## config.mk

```make
export PLATFORM = sky130hd
export DESIGN_NAME = player_ctrl
export DESIGN_NICKNAME = d
export VERILOG_FILES = /design/src/rtl/player_ctrl.sv
export SDC_FILE = /design/constraint.sdc
export NUM_CORES = 1
export LEC_CHECK = 0
export BUFFER_PORTS_ARGS = -buffer_cell sky130_fd_sc_hd__buf_4
export CAP_MARGIN = 10
export CORE_MARGIN = 1
export CORE_UTILIZATION = 60
export CTS_CLUSTER_DIAMETER = 150
export DETAILED_ROUTE_END_ITERATION = 7
export PLACE_DENSITY_LB_ADDON = 0.2
export SKIP_CTS_REPAIR_TIMING = 1
export SLEW_MARGIN = 5
export SYNTH_ARGS = -nofsm -noshare
export SYNTH_HDL_FRONTEND = slang
export SYNTH_SLANG_ARGS = --single-unit
```

## constraint.sdc

```tcl
create_clock -name clk_i -period 6.51 [get_ports clk_i]
set_clock_uncertainty 0.15 [all_clocks]
set_input_delay 0 -clock clk_i [delete_from_list [all_inputs] [get_ports clk_i]]
set_output_delay 0 -clock clk_i [all_outputs]
set_load 0.02 [all_outputs]
```

## src/rtl/player_ctrl.sv

```systemverilog
// Player ship controller: position, lives, shooting and hit/dead/resume flow.
// All outputs registered except alive_o/pos_right_o/gun_pos_o; no backpressure, decisions land on the next edge.
module player_ctrl #(
   parameter int pos_width_p   = 10,
   parameter int lives_width_p = 3,
   parameter int max_lives_p   = 5,
   parameter int start_lives_p = 2,
   parameter int ship_width_p  = 40,
   parameter int left_border_p = 9,
   parameter int right_border_p = 630,
   parameter int start_left_p  = 249,
   parameter int step_p        = 10,
   parameter int move_div_p    = 4,
   parameter int cooldown_p    = 8,
   parameter int flash_div_p   = 16
) (
   input  logic                     clk_i,
   input  logic                     reset_ni,
   input  logic                     move_left_i,
   input  logic                     move_right_i,
   input  logic                     shoot_i,
   input  logic                     hit_i,
   input  logic                     add_life_i,
   output logic                     alive_o,
   output logic                     shot_laser_o,
   output logic                     resume_o,
   output logic [pos_width_p-1:0]   pos_left_o,
   output logic [pos_width_p-1:0]   pos_right_o,
   output logic [pos_width_p-1:0]   gun_pos_o,
   output logic [lives_width_p-1:0] lives_o,
   output logic                     visible_o,
   output logic [2:0]               state_o
);

   localparam int PW = pos_width_p;
   localparam int LW = lives_width_p;
   localparam int MW = $clog2(move_div_p + 1);
   localparam int CW = $clog2(cooldown_p + 1);
   localparam int FW = $clog2(flash_div_p + 1);

   localparam logic [PW-1:0] LB      = PW'(left_border_p);
   localparam logic [PW-1:0] RB      = PW'(right_border_p);
   localparam logic [PW-1:0] RL      = PW'(right_border_p - ship_width_p);
   localparam logic [PW-1:0] STEP    = PW'(step_p);
   localparam logic [PW-1:0] START   = PW'(start_left_p);
   localparam logic [PW-1:0] SW      = PW'(ship_width_p);
   localparam logic [PW-1:0] SW_HALF = PW'(ship_width_p / 2);
   localparam logic [LW-1:0] LMAX    = LW'(max_lives_p);
   localparam logic [LW-1:0] LSTART  = LW'(start_lives_p);
   localparam logic [MW-1:0] MDIV_M1 = MW'(move_div_p - 1);
   localparam logic [CW-1:0] COOL    = CW'(cooldown_p);
   localparam logic [FW-1:0] FDIV_M1 = FW'(flash_div_p - 1);

   if (start_left_p < left_border_p || start_left_p > right_border_p - ship_width_p) begin : g_bad_start
      $error("player_ctrl: start_left_p outside the ship travel range");
   end
   if (start_lives_p > max_lives_p || max_lives_p >= (1 << lives_width_p)) begin : g_bad_lives
      $error("player_ctrl: lives parameters do not fit");
   end
   if (move_div_p < 1 || cooldown_p < 1 || flash_div_p < 1) begin : g_bad_div
      $error("player_ctrl: dividers must be at least 1");
   end

   typedef enum logic [2:0] {
      IDLE  = 3'd0,
      LEFT  = 3'd1,
      RIGHT = 3'd2,
      HIT   = 3'd3,
      DEAD  = 3'd4
   } state_t;

   state_t          state_q, state_n, move_dir;
   logic [PW-1:0]   pos_q, pos_n;
   logic [LW-1:0]   lives_q, lives_n;
   logic [MW-1:0]   mcnt_q, mcnt_n;
   logic [CW-1:0]   cool_q, cool_n;
   logic [FW-1:0]   fcnt_q, fcnt_n;
   logic            shot_q, shot_n;
   logic            resume_q, resume_n;
   logic            vis_q, vis_n;
   logic            shoot_q;
   logic            shoot_edge, dir_l, dir_r, at_l, at_r;
   logic [PW-1:0]   pos_right;

   assign pos_right  = pos_q + SW;
   assign shoot_edge = shoot_i & ~shoot_q;
   assign dir_l      = move_left_i & ~move_right_i;
   assign dir_r      = ~move_left_i & move_right_i;
   assign at_l       = pos_q <= LB;
   assign at_r       = pos_right >= RB;

   always_ff @(posedge clk_i or negedge reset_ni) begin
      if (!reset_ni) begin
         state_q  <= IDLE;
         pos_q    <= START;
         lives_q  <= LSTART;
         mcnt_q   <= '0;
         cool_q   <= '0;
         fcnt_q   <= '0;
         shot_q   <= 1'b0;
         resume_q <= 1'b0;
         vis_q    <= 1'b1;
         shoot_q  <= 1'b0;
      end else begin
         state_q  <= state_n;
         pos_q    <= pos_n;
         lives_q  <= lives_n;
         mcnt_q   <= mcnt_n;
         cool_q   <= cool_n;
         fcnt_q   <= fcnt_n;
         shot_q   <= shot_n;
         resume_q <= resume_n;
         vis_q    <= vis_n;
         shoot_q  <= shoot_i;
      end
   end

   always_comb begin
      state_n  = state_q;
      pos_n    = pos_q;
      lives_n  = lives_q;
      mcnt_n   = mcnt_q;
      cool_n   = (cool_q != '0) ? cool_q - CW'(1) : '0;
      fcnt_n   = fcnt_q;
      shot_n   = 1'b0;
      resume_n = 1'b0;
      vis_n    = vis_q;
      move_dir = IDLE;

      case (state_q)
         IDLE, LEFT, RIGHT: begin
            vis_n  = 1'b1;
            fcnt_n = '0;
            if (hit_i) begin
               mcnt_n = '0;
               vis_n  = 1'b0;
               if (lives_q != '0) begin
                  lives_n = lives_q - LW'(1);
                  state_n = HIT;
               end else begin
                  state_n = DEAD;
               end
            end else begin
               if (dir_l && !at_l)      move_dir = LEFT;
               else if (dir_r && !at_r) move_dir = RIGHT;
               state_n = move_dir;
               // The step lands on the wrap edge, so entry never moves the ship.
               if (move_dir != state_q || state_q == IDLE) begin
                  mcnt_n = '0;
               end else if (mcnt_q == MDIV_M1) begin
                  mcnt_n = '0;
                  if (state_q == LEFT) pos_n = (pos_q - LB >= STEP) ? pos_q - STEP : LB;
                  else                 pos_n = (RL - pos_q >= STEP) ? pos_q + STEP : RL;
               end else begin
                  mcnt_n = mcnt_q + MW'(1);
               end
               if (shoot_edge && cool_q == '0) begin
                  shot_n = 1'b1;
                  cool_n = COOL;
               end
               if (add_life_i && lives_q < LMAX) lives_n = lives_q + LW'(1);
            end
         end
         HIT, DEAD: begin
            if (shoot_edge) begin
               resume_n = 1'b1;
               pos_n    = START;
               cool_n   = COOL;
               mcnt_n   = '0;
               fcnt_n   = '0;
               vis_n    = 1'b1;
               if (dir_l)      state_n = LEFT;
               else if (dir_r) state_n = RIGHT;
               else            state_n = IDLE;
               if (state_q == DEAD) lives_n = LSTART;
            end else if (state_q == HIT) begin
               if (fcnt_q == FDIV_M1) begin
                  fcnt_n = '0;
                  vis_n  = ~vis_q;
               end else begin
                  fcnt_n = fcnt_q + FW'(1);
               end
            end else begin
               vis_n = 1'b0;
            end
         end
         default: begin
            state_n = IDLE;
            mcnt_n  = '0;
            vis_n   = 1'b1;
         end
      endcase
   end

   assign alive_o      = (state_q != DEAD);
   assign shot_laser_o = shot_q;
   assign resume_o     = resume_q;
   assign pos_left_o   = pos_q;
   assign pos_right_o  = pos_right;
   assign gun_pos_o    = pos_q + SW_HALF;
   assign lives_o      = lives_q;
   assign visible_o    = vis_q;
   assign state_o      = state_q;

endmodule

```

# Yosys cells after proc, flatten, opt, wreduce, memory -nomap -nowiden
# Cells that the tools add are included.
dict set report word_totals {
  ff_bits 32
  out_inout_bits 40
  memories 0
  wordCells 115
  ramBits 0
  mem_bits_ro 0
  latch_bits 0
}
dict set report classes {
  magnitude_cmp 5
  n_bitwise 7
  div 0
  n_eq_ne 17
  shift 0
  n_reduce_logical 17
  n_addsub 11
  n_mux 48
  mul 0
}
# operator count
set ops {}
lappend ops {{$mux 10} 7}
lappend ops {{$mux 3} 14}
lappend ops {{$ge 10x4->1 const B} 2}
lappend ops {{$pmux 10 s2} 1}
lappend ops {{$sub 10x4->10 const B} 2}
lappend ops {{$pmux 3 s2} 3}
lappend ops {{$mux 4} 4}
lappend ops {{$mux 5} 3}
lappend ops {{$ne 3x3->1 const B} 4}
lappend ops {{$add 10x4->10 const B} 1}
lappend ops {{$add 10x5->10 const B} 1}
lappend ops {{$add 10x6->10 const B} 1}
lappend ops {{$ge 10x10->1 const B} 1}
lappend ops {{$le 10x4->1 const B} 1}
lappend ops {{$ne 2x2->1 const B} 5}
lappend ops {{$pmux 5 s2} 1}
lappend ops {{$reduce_and 5->1} 2}
lappend ops {{$sub 10x10->10 const A} 1}
lappend ops {{$eq 3x2->1 const B} 3}
lappend ops {{$mux 1} 9}
lappend ops {{$mux 2} 4}
lappend ops {{$pmux 4 s2} 1}
lappend ops {{$add 3x1->3 const B} 2}
lappend ops {{$add 5x1->5 const B} 1}
lappend ops {{other kinds (22)} 31}

# Longest topological paths before layout
# Gate-level depths: netlist of the first run.
dict set report depth {
  depth_word 13
  ltp_mapped 10
  ltp_nobuf 9
}

# Least setup slack after synthesis of the first run
# OpenSTA, ideal clock, no wires.
dict set report synth_path {
  path_type {flip-flop to flip-flop}
  from {reg pos_q[2] (netlist: pos_left_o[2])}
  to {reg pos_q[1] (netlist: pos_left_o[1])}
  path_stages_with_launch 10
  t_arrival_ns 2.615
  setup_slack_ns 3.624
  path_buffers 1
  path_cell_list {dfrtp_1 inv_1 ha_1 nor2b_1 o21ai_1 a41oi_2 mux2_4 o32a_4 buf_6 a22o_1}
}
dict set report synth_between {
  elab_chain_cells 12
}
# item line_no
set synth_lines {}
lappend synth_lines {{from (decl)} 73} ;# logic [PW-1:0] pos_q, pos_n;
lappend synth_lines {{from (signal assigned)} 106} ;# pos_q <= pos_n;
lappend synth_lines {{$add 10x6->10} 85} ;# assign pos_right = pos_q + SW;
lappend synth_lines {{$ge 10x10->1} 90} ;# assign at_r = pos_right >= RB;
lappend synth_lines {{$logic_not 1->1} 145} ;# else if (dir_r && !at_r) move_dir = RIGHT;
lappend synth_lines {{$logic_and 1x1->1} 145}
lappend synth_lines {{$mux 2} 145}
lappend synth_lines {{$mux 2} 144} ;# if (dir_l && !at_l) move_dir = LEFT;
lappend synth_lines {{$mux 3} 134} ;# if (hit_i) begin
lappend synth_lines {{$mux 3} 130} ;# case (state_q)
lappend synth_lines {{$ne 3x3->1} 148} ;# if (move_dir != state_q || state_q == IDLE) begin
lappend synth_lines {{$logic_or 1x1->1} 148}
lappend synth_lines {{$ne 2x2->1 (no line)} -}
lappend synth_lines {{$reduce_and 5->1 (no line)} -}
# Parallel ways exist; a longest one is shown, timed or not. The select of a mux whose other input is x is not followed.
# A chain may end at the register's enable or synchronous reset.

# Worst setup path after layout of the first run
dict set report layout_path {
  from {reg pos_q[1] (netlist: pos_left_o[1])}
  to {reg pos_q[3] (netlist: pos_left_o[3])}
}
# Same word-level chain as after synthesis.

==> results of run 1 <==
worst reg2reg max path, cell delays in order, from the launching register on:
cell and delay, ps:
dfrtp_1 620, inv_1 210, ha_1 260, nor2b_1 190, o21ai_1 130, a41oi_2 240
mux2_4 330, o32a_4 450, a31oi_1 190, o22a_1 150
cell usage in the layout (no fill, tap or decap), drive strengths merged, types with 7 or more instances in the layout:
master / synthesis / layout
a21oi: 29 / 29
xnor2: 17 / 17
o21ai: 27 / 27
dfstp: 8 / 8
dfrtp: 24 / 24
nor2b: 10 / 10
nand2: 33 / 33
nor3: 13 / 13
nor2: 31 / 31
buf: 18 / 47
nand3: 8 / 8
xor2: 8 / 8
a31oi: 7 / 7
inv: 20 / 20
ha: 19 / 19
through the flow:
stage	utilization	cell area [µm²]	total power, mW
after floorplan	-	2760	1.177
after global placement	0.6943	3044	1.480
after detailed placement	0.6943	3044	1.500
after CTS	0.7155	3137	1.667
after global routing	0.7200	3157	1.803
final	0.7200	3157	1.677
sequential cells by signal, indices dropped and copies added (netlist names):
name / flops
resume_o: 1
state_o: 3
mcnt_q: 3
lives_o: 3
cool_q: 4
visible_o: 1
shot_laser_o: 1
shoot_q: 1
pos_left_o: 10
fcnt_q: 5
worst min-delay path by stage:
stage	slack [ps]	startpoint	endpoint
floorplan	-450	reset_ni	cool_q[0]$_DFF_PN0_
global placement	-190	reset_ni	pos_left_o[9]$_DFFE_PN0P_
detailed placement	-180	reset_ni	pos_left_o[9]$_DFFE_PN0P_
CTS	-500	reset_ni	pos_left_o[1]$_DFFE_PN0P_
global route	80	reset_ni	pos_left_o[1]$_DFFE_PN0P_
finish	40	reset_ni	state_o[0]$_DFFE_PN0P_
kinds of logic after synthesis:
| family | after synthesis | share of synthesized area |
|---|---|---|
| AO/OA/AOI/OAI | 101 | 0.2457 |
| XOR/XNOR | 25 | 0.07933 |
| adder cells (fa/ha/maj) | 20 | 0.09338 |
| buffers and inverters | 41 | 0.07570 |
| flip-flops | 32 | 0.2937 |
| multiplexers | 2 | 0.009065 |
| AND/OR/NAND/NOR | 117 | 0.2031 |
power groups by stage:
stage	Combinational, mW	Sequential [mW]	Clock [mW]
2_1_floorplan	0.784	0.392	0
4_1_cts	1.08	0.418	0.165
3_3_place_gp	1.06	0.418	0
3_5_place_dp	1.08	0.420	0
6_report	1.09	0.421	0.161
5_1_grt	1.19	0.437	0.177
final cells by class:
cell class | count | area, µm² | area share
repair buffers | 49 | 372.9 | 0.1181
flip-flops and latches | 32 | 810.8 | 0.2568
multi-input cells | 265 | 1740 | 0.5513
clock inverters | 2 | 10.01 | 0.003171
clock buffers | 6 | 82.58 | 0.02616
inverters | 20 | 75.07 | 0.02378
well taps | 52 | 65.06 | 0.02061
metal layers:
layer  GRT usage  vias to the layer above  wire (µm)
met4      0.1289                        0        153
met3     0.03924                       17        410
li1            -                     1268          -
met2      0.4850                      118       3458
met5           0                        -          0
met1      0.4058                     1239       2973
==> results.tsv, run 1 <==
stage	metric	value	unit
grt	grtUsageTotal	0.3010	
synthesis	syn_area_per_cell	8.166	µm²
synthesis	synthCells	338	
route	drtAntennaViolNets	0	
sta	setup_viol	0	
cells_and_area	fill_cells	365	
setup_path	critPathSlowestCell	dfrtp_1	
synthesis	synthTopCellsByCount	33 x nand2_1, 30 x nor2_1, 28 x a21oi_1	
place	io_buffers	46	
synthesis	synth_top_area_share	0.2176	
floorplanning	die_y	69.83	µm
clock_tree	cts_tree	done	
setup_path	critical_path_depth	9	
sta	tightest_slew	923.8	ps
sta	fin_tns_setup	0	ps
power_and_ir_drop	p_switching	0.8749	mW
cells_and_area	layout-drive-gt1-share	0.2032	
synthesis	synth_seq_area_share	0.2937	
route	wl_per_cell	16.42	µm
sta	slew_violations	0	
hold_path	min_path_type	in -> async	
synthesis	netlist_area	2760	µm²
clock_tree	cts_htree_levels	2	
clock_tree	clk_latency	290	ps
setup_path	path_class	reg -> reg	
grt	antenna_found_initial	0	
run_status	status	completed	
power_and_ir_drop	seq_power_share	0.251	
power_and_ir_drop	internal_power	0.8020	mW
power_and_ir_drop	clockPowerShare	0.096	
clock_tree	clock_sinks	32	
setup_path	start_kind	flip-flop	
route	dr.first_iter.drc_count	306	
route	vias	2642	
sta	hold_slack	42.08	ps
setup_path	crit_buf_inv	1	
place	dpl.hpwl	5081	µm
synthesis	synth-async-reset-ratio	1.000	
power_and_ir_drop	power_leakage	1.445	nW
synthesis	synthFlopType	dfrtp_1	
synthesis	syn_nets	365	
clock_tree	clk_pin_slew	70	ps
setup_path	cp.arrival	3060	ps
cells_and_area	final_nets	400	
sta	setup_ws	3531	ps
power_and_ir_drop	power_density	531.2	nW/µm²
setup_path	crit_path_end	pos_left_o[3]$_DFFE_PN1P_	
cells_and_area	diodes	0	
sta	finalHoldViolations	0	
route	routed_wl	6996	µm
synthesis	yosys_warnings	0	
floorplanning	die_w	69.83	µm
sta	clock.fmax	335.7	MHz
setup_path	worstReg2RegEnd	pos_left_o[3]$_DFFE_PN1P_	
synthesis	synth.most_common_cell	nand2_1	
route	drc	0	
grt	grt-ovfl-total	0	
floorplanning	io_pins	47	
setup_path	crit_required	6600	ps
setup_path	reg2reg_setup_slack	3530	ps
floorplanning	dieArea	4876	µm²
route	vias_per_cell	6.202	
sta	finalCritPeriodShare	0.4576	
power_and_ir_drop	swShare	0.5217	
job	drv_cap	0	
setup_path	ff2ff_path_depth	9	
cells_and_area	areaGrowthSynthToFinish	14.37	%
synthesis	synth_edf_count	0	
place	dp_cells	416	
setup_path	path_max_fanout	15	
place	dp_slack	3577	ps
clock_tree	clockBufferDepth	2	
sta	rsz0062_at_grt	false	
grt	grt_pass1_vias	2419	
synthesis	synth-seq-cells	32	
power_and_ir_drop	ir_drop	0.0003220	V
setup_path	cpLargestDelayFamily	compound AO/OA/AOI/OAI gates	
synthesis	yosysTopAreaCell	dfrtp_1	
clock_tree	clock-root-buffer	clkbuf_8	
setup_path	slowest_delay	620	ps
setup_path	endpoint_kind	flip-flop	
floorplanning	initial_core_util	0.6296	
setup_path	cp-startpoint	pos_left_o[1]$_DFFE_PN0P_	
synthesis	synthTopCellsByArea	dfrtp_1 22%, ha_1 8.6%, dfstp_2 7.6%	
setup_path	r2r_start	pos_left_o[1]$_DFFE_PN0P_	
grt	grt_max_degree	33	
clock_tree	numCtsBuffers	5	
sta	fin_crit	2979	ps
setup_path	path_cells	inv_1 > ha_1 > nor2b_1 > o21ai_1 > a41oi_2 > mux2_4 > o32a_4 > a31oi_1 > o22a_1	
sta	slew_headroom	0.3812	
grt	grt_pass1_wl	11660	µm
route	drt-pass1-iter-count	4	
power_and_ir_drop	comb_power_share	0.653	
synthesis	synth_cell_types	54	
floorplanning	rows	24	
place	place_congestion	0.9988	
floorplanning	coreArea	4384	µm²
cells_and_area	stdcell_count	426	
Note: power is estimated with default switching activity, not from simulation.
==> run 2, diff against run 1 <==
ABC_AREA = 1   (was unset)
CORE_UTILIZATION = 52   (was 60)
clock period = 2.7 ns   (was 6.51 ns; I/O delays follow)
==> run 2 against run 1 <==
Net effect: total power grew to 2.8 times the previous value; global-route usage is 5.8 points lower; sequential cell count stayed put; worst hold slack worse by 6.8 ps; via count is 1.9% higher; synthesized cell count is 18% higher; worst setup slack worse by 3300 ps; count of clock-buffer cells in the layout is 1 higher; critical path type unchanged; critical endpoint is now pos_left_o[2]$_DFFE_PN0P_; largest power group unchanged.
==> results.tsv, run 2 <==
stage	metric	value	unit
power_and_ir_drop	power_density	1390	nW/µm²
setup_path	crit_top_cell	inv_1	
sta	rsz0062_at_grt	false	
cells_and_area	stdcell_count	516	
clock_tree	clockBufferDepth	2	
setup_path	crit_required	2730	ps
clock_tree	clock_sinks	32	
hold_path	min_path_type	in -> async	
power_and_ir_drop	power_leakage	1.733	nW
grt	grt_pass1_vias	2558	
synthesis	synthFlopType	dfrtp_1	
cells_and_area	areaGrowthSynthToFinish	17.67	%
cells_and_area	diodes	0	
synthesis	syn_nets	425	
floorplanning	initial_core_util	0.5524	
grt	grt_max_degree	33	
power_and_ir_drop	p_total	4.703	mW
sta	finalCritPeriodShare	0.9195	
place	place_congestion	0.9054	
grt	grt_pass1_wl	11390	µm
place	dpl.hpwl	5072	µm
synthesis	syn_area_per_cell	7.224	µm²
cells_and_area	final_cell_mix	96 x nand2_1, 51 x buf_4, 45 x inv_1	
synthesis	synth_edf_count	0	
cells_and_area	final_nets	472	
floorplanning	rows	26	
floorplanning	die_w	76.36	µm
setup_path	endpoint_kind	flip-flop	
synthesis	synth_cell_types	46	
route	wl_per_cell	13.05	µm
sta	fin_crit	2483	ps
cells_and_area	layout_commonest_cell	nand2_1	
power_and_ir_drop	ir_drop	0.0006862	V
route	routed_wl	6735	µm
clock_tree	cts_htree_levels	2	
synthesis	synth-async-reset-ratio	1.000	
run_status	status	completed	
sta	setup_viol	0	
cells_and_area	layout-drive-gt1-share	0.2534	
clock_tree	clock-root-buffer	clkbuf_8	
synthesis	synthTopCellsByArea	dfrtp_1 21%, nand2_1 13%, ha_1 8.3%	
clock_tree	cts_tree	done	
setup_path	reg2reg_setup_slack	220	ps
clock_tree	clk_pin_slew	70	ps
route	drtAntennaViolNets	0	
setup_path	slowest_delay	620	ps
cells_and_area	largest_reg_flops	10	
route	dr.first_iter.drc_count	128	
setup_path	path_max_fanout	17	
cells_and_area	fill_cells	481	
sta	clock.fmax	402.8	MHz
clock_tree	clk_latency	280	ps
setup_path	critPathSlowestCell	dfstp_2	
place	io_buffers	46	
sta	fin_tns_setup	0	ps
synthesis	synth-seq-cells	32	
setup_path	cp.arrival	2510	ps
setup_path	path_cells	inv_1 > ha_1 > inv_1 > a21oi_1 > o21ai_1 > a21boi_0 > nor2_2 > nand3_2 > nand2_4 > nand2_8 > nand2_1 > o21ai_2	
route	drt-pass1-iter-count	4	
synthesis	yosys_warnings	0	
setup_path	start_kind	flip-flop	
floorplanning	dieArea	5831	µm²
synthesis	synthTopCellsByCount	96 x nand2_1, 45 x inv_1, 38 x nor2_1	
floorplanning	coreArea	5205	µm²
place	dp_cells	505	
setup_path	worstReg2RegEnd	pos_left_o[2]$_DFFE_PN0P_	
route	drc	0	
synthesis	synth.most_common_cell	nand2_1	
clock_tree	numCtsBuffers	5	
floorplanning	die_y	76.36	µm
sta	slew_violations	0	
sta	slew_headroom	0.6612	
synthesis	yosysTopAreaCell	dfrtp_1	
grt	grtUsageTotal	0.2434	
cells_and_area	fin_util	0.6500	
route	vias	2693	
setup_path	ff2ff_path_depth	12	
floorplanning	io_pins	47	
grt	grt-ovfl-total	0	
setup_path	path_class	reg -> reg	
sta	finalHoldViolations	0	
job	drv_cap	0	
setup_path	r2r_start	pos_left_o[0]$_DFFE_PN1P_	
synthesis	synthCells	398	
synthesis	synth_seq_area_share	0.2820	
synthesis	netlist_area	2875	µm²
sta	tightest_slew	508.3	ps
synthesis	synth_top_area_share	0.2089	
route	vias_per_cell	5.219	
sta	hold_slack	35.25	ps
grt	antenna_found_initial	0	
run 2: cell types whose count changed in the layout (fill, tap and decap cells not counted), moves of 9 or more:
cell     change
inv_1       +28
nand3_1     +15
nand2_2      +9
nor2b_1     -10
xnor2_1     -16
nand2_1     +63
a21oi_1     -15
xor2_1      +10
run 2: how the worst max path moves through the flow:
| stage | start | end | slack [ps] |
|---|---|---|---|
| 5_1_grt | pos_left_o[3]$_DFFE_PN1P_ | pos_left_o[2]$_DFFE_PN0P_ | 20 |
| 3_5_place_dp | pos_left_o[3]$_DFFE_PN1P_ | pos_left_o[2]$_DFFE_PN0P_ | 220 |
| 3_3_place_gp | pos_left_o[0]$_DFFE_PN1P_ | pos_left_o[9]$_DFFE_PN0P_ | 300 |
| 2_1_floorplan | pos_left_o[3]$_DFFE_PN1P_ | pos_left_o[8]$_DFFE_PN0P_ | 60 |
| 4_1_cts | pos_left_o[3]$_DFFE_PN1P_ | pos_left_o[2]$_DFFE_PN0P_ | 190 |
| 6_report | pos_left_o[0]$_DFFE_PN1P_ | pos_left_o[2]$_DFFE_PN0P_ | 220 |
run 2: critical path, delay by kind of cell (launching register included):
kind            cells  cell delay [ps]
compound gates      4              560
buf+inv             2              190
simple gates        5              610
fa+ha+maj           1              230
flops               1              620
run 2: per-layer routing:
metal | share of wire | track usage | vias to the layer above | routed length, µm
met4 | 0.031 | 0.1192 | 0 | 206
li1 | - | - | 1350 | -
met2 | 0.50 | 0.4270 | 74 | 3350
met1 | 0.43 | 0.2850 | 1244 | 2924
met3 | 0.038 | 0.04311 | 25 | 254
met5 | 0 | 0 | - | 0
run 2: area by class of cell:
cell class / count / area (µm²) / share of cell area
inverters: 54 / 202.7 / 0.05991
repair buffers: 54 / 412.9 / 0.1220
multi-input cells: 298 / 1743 / 0.5152
clock inverters: 1 / 30.03 / 0.008876
clock buffers: 7 / 96.34 / 0.02848
well taps: 70 / 87.58 / 0.02589
flip-flops and latches: 32 / 810.8 / 0.2396
run 2: metrics by stage:
step           worst slack [ps]  area, µm²
5_1_grt                   21.72       3383
2_1_floorplan             64.58       2875
3_5_place_dp              218.3       3224
6_report                  217.4       3383
4_1_cts                   195.0       3351
3_3_place_gp              295.4       3224
run 2: logic make-up after synthesis:
logic type                 after synthesis  synth area share
AOI/OAI and AO/OA                       58            0.1223
and+or+nand+nor                        200            0.3299
DFF                                     32            0.2820
buffers and inverters                   68            0.1127
xor gates and xnor gates                20           0.06354
adders and majority gates               20           0.08964
run 2: where the power goes:
part,leakage [nW],internal [mW],total [mW],switching (mW)
clock network,0.0645,0.325,0.499,0.174
logic,1.27,1.21,3.19,1.98
registers,0.397,0.698,1.01,0.315
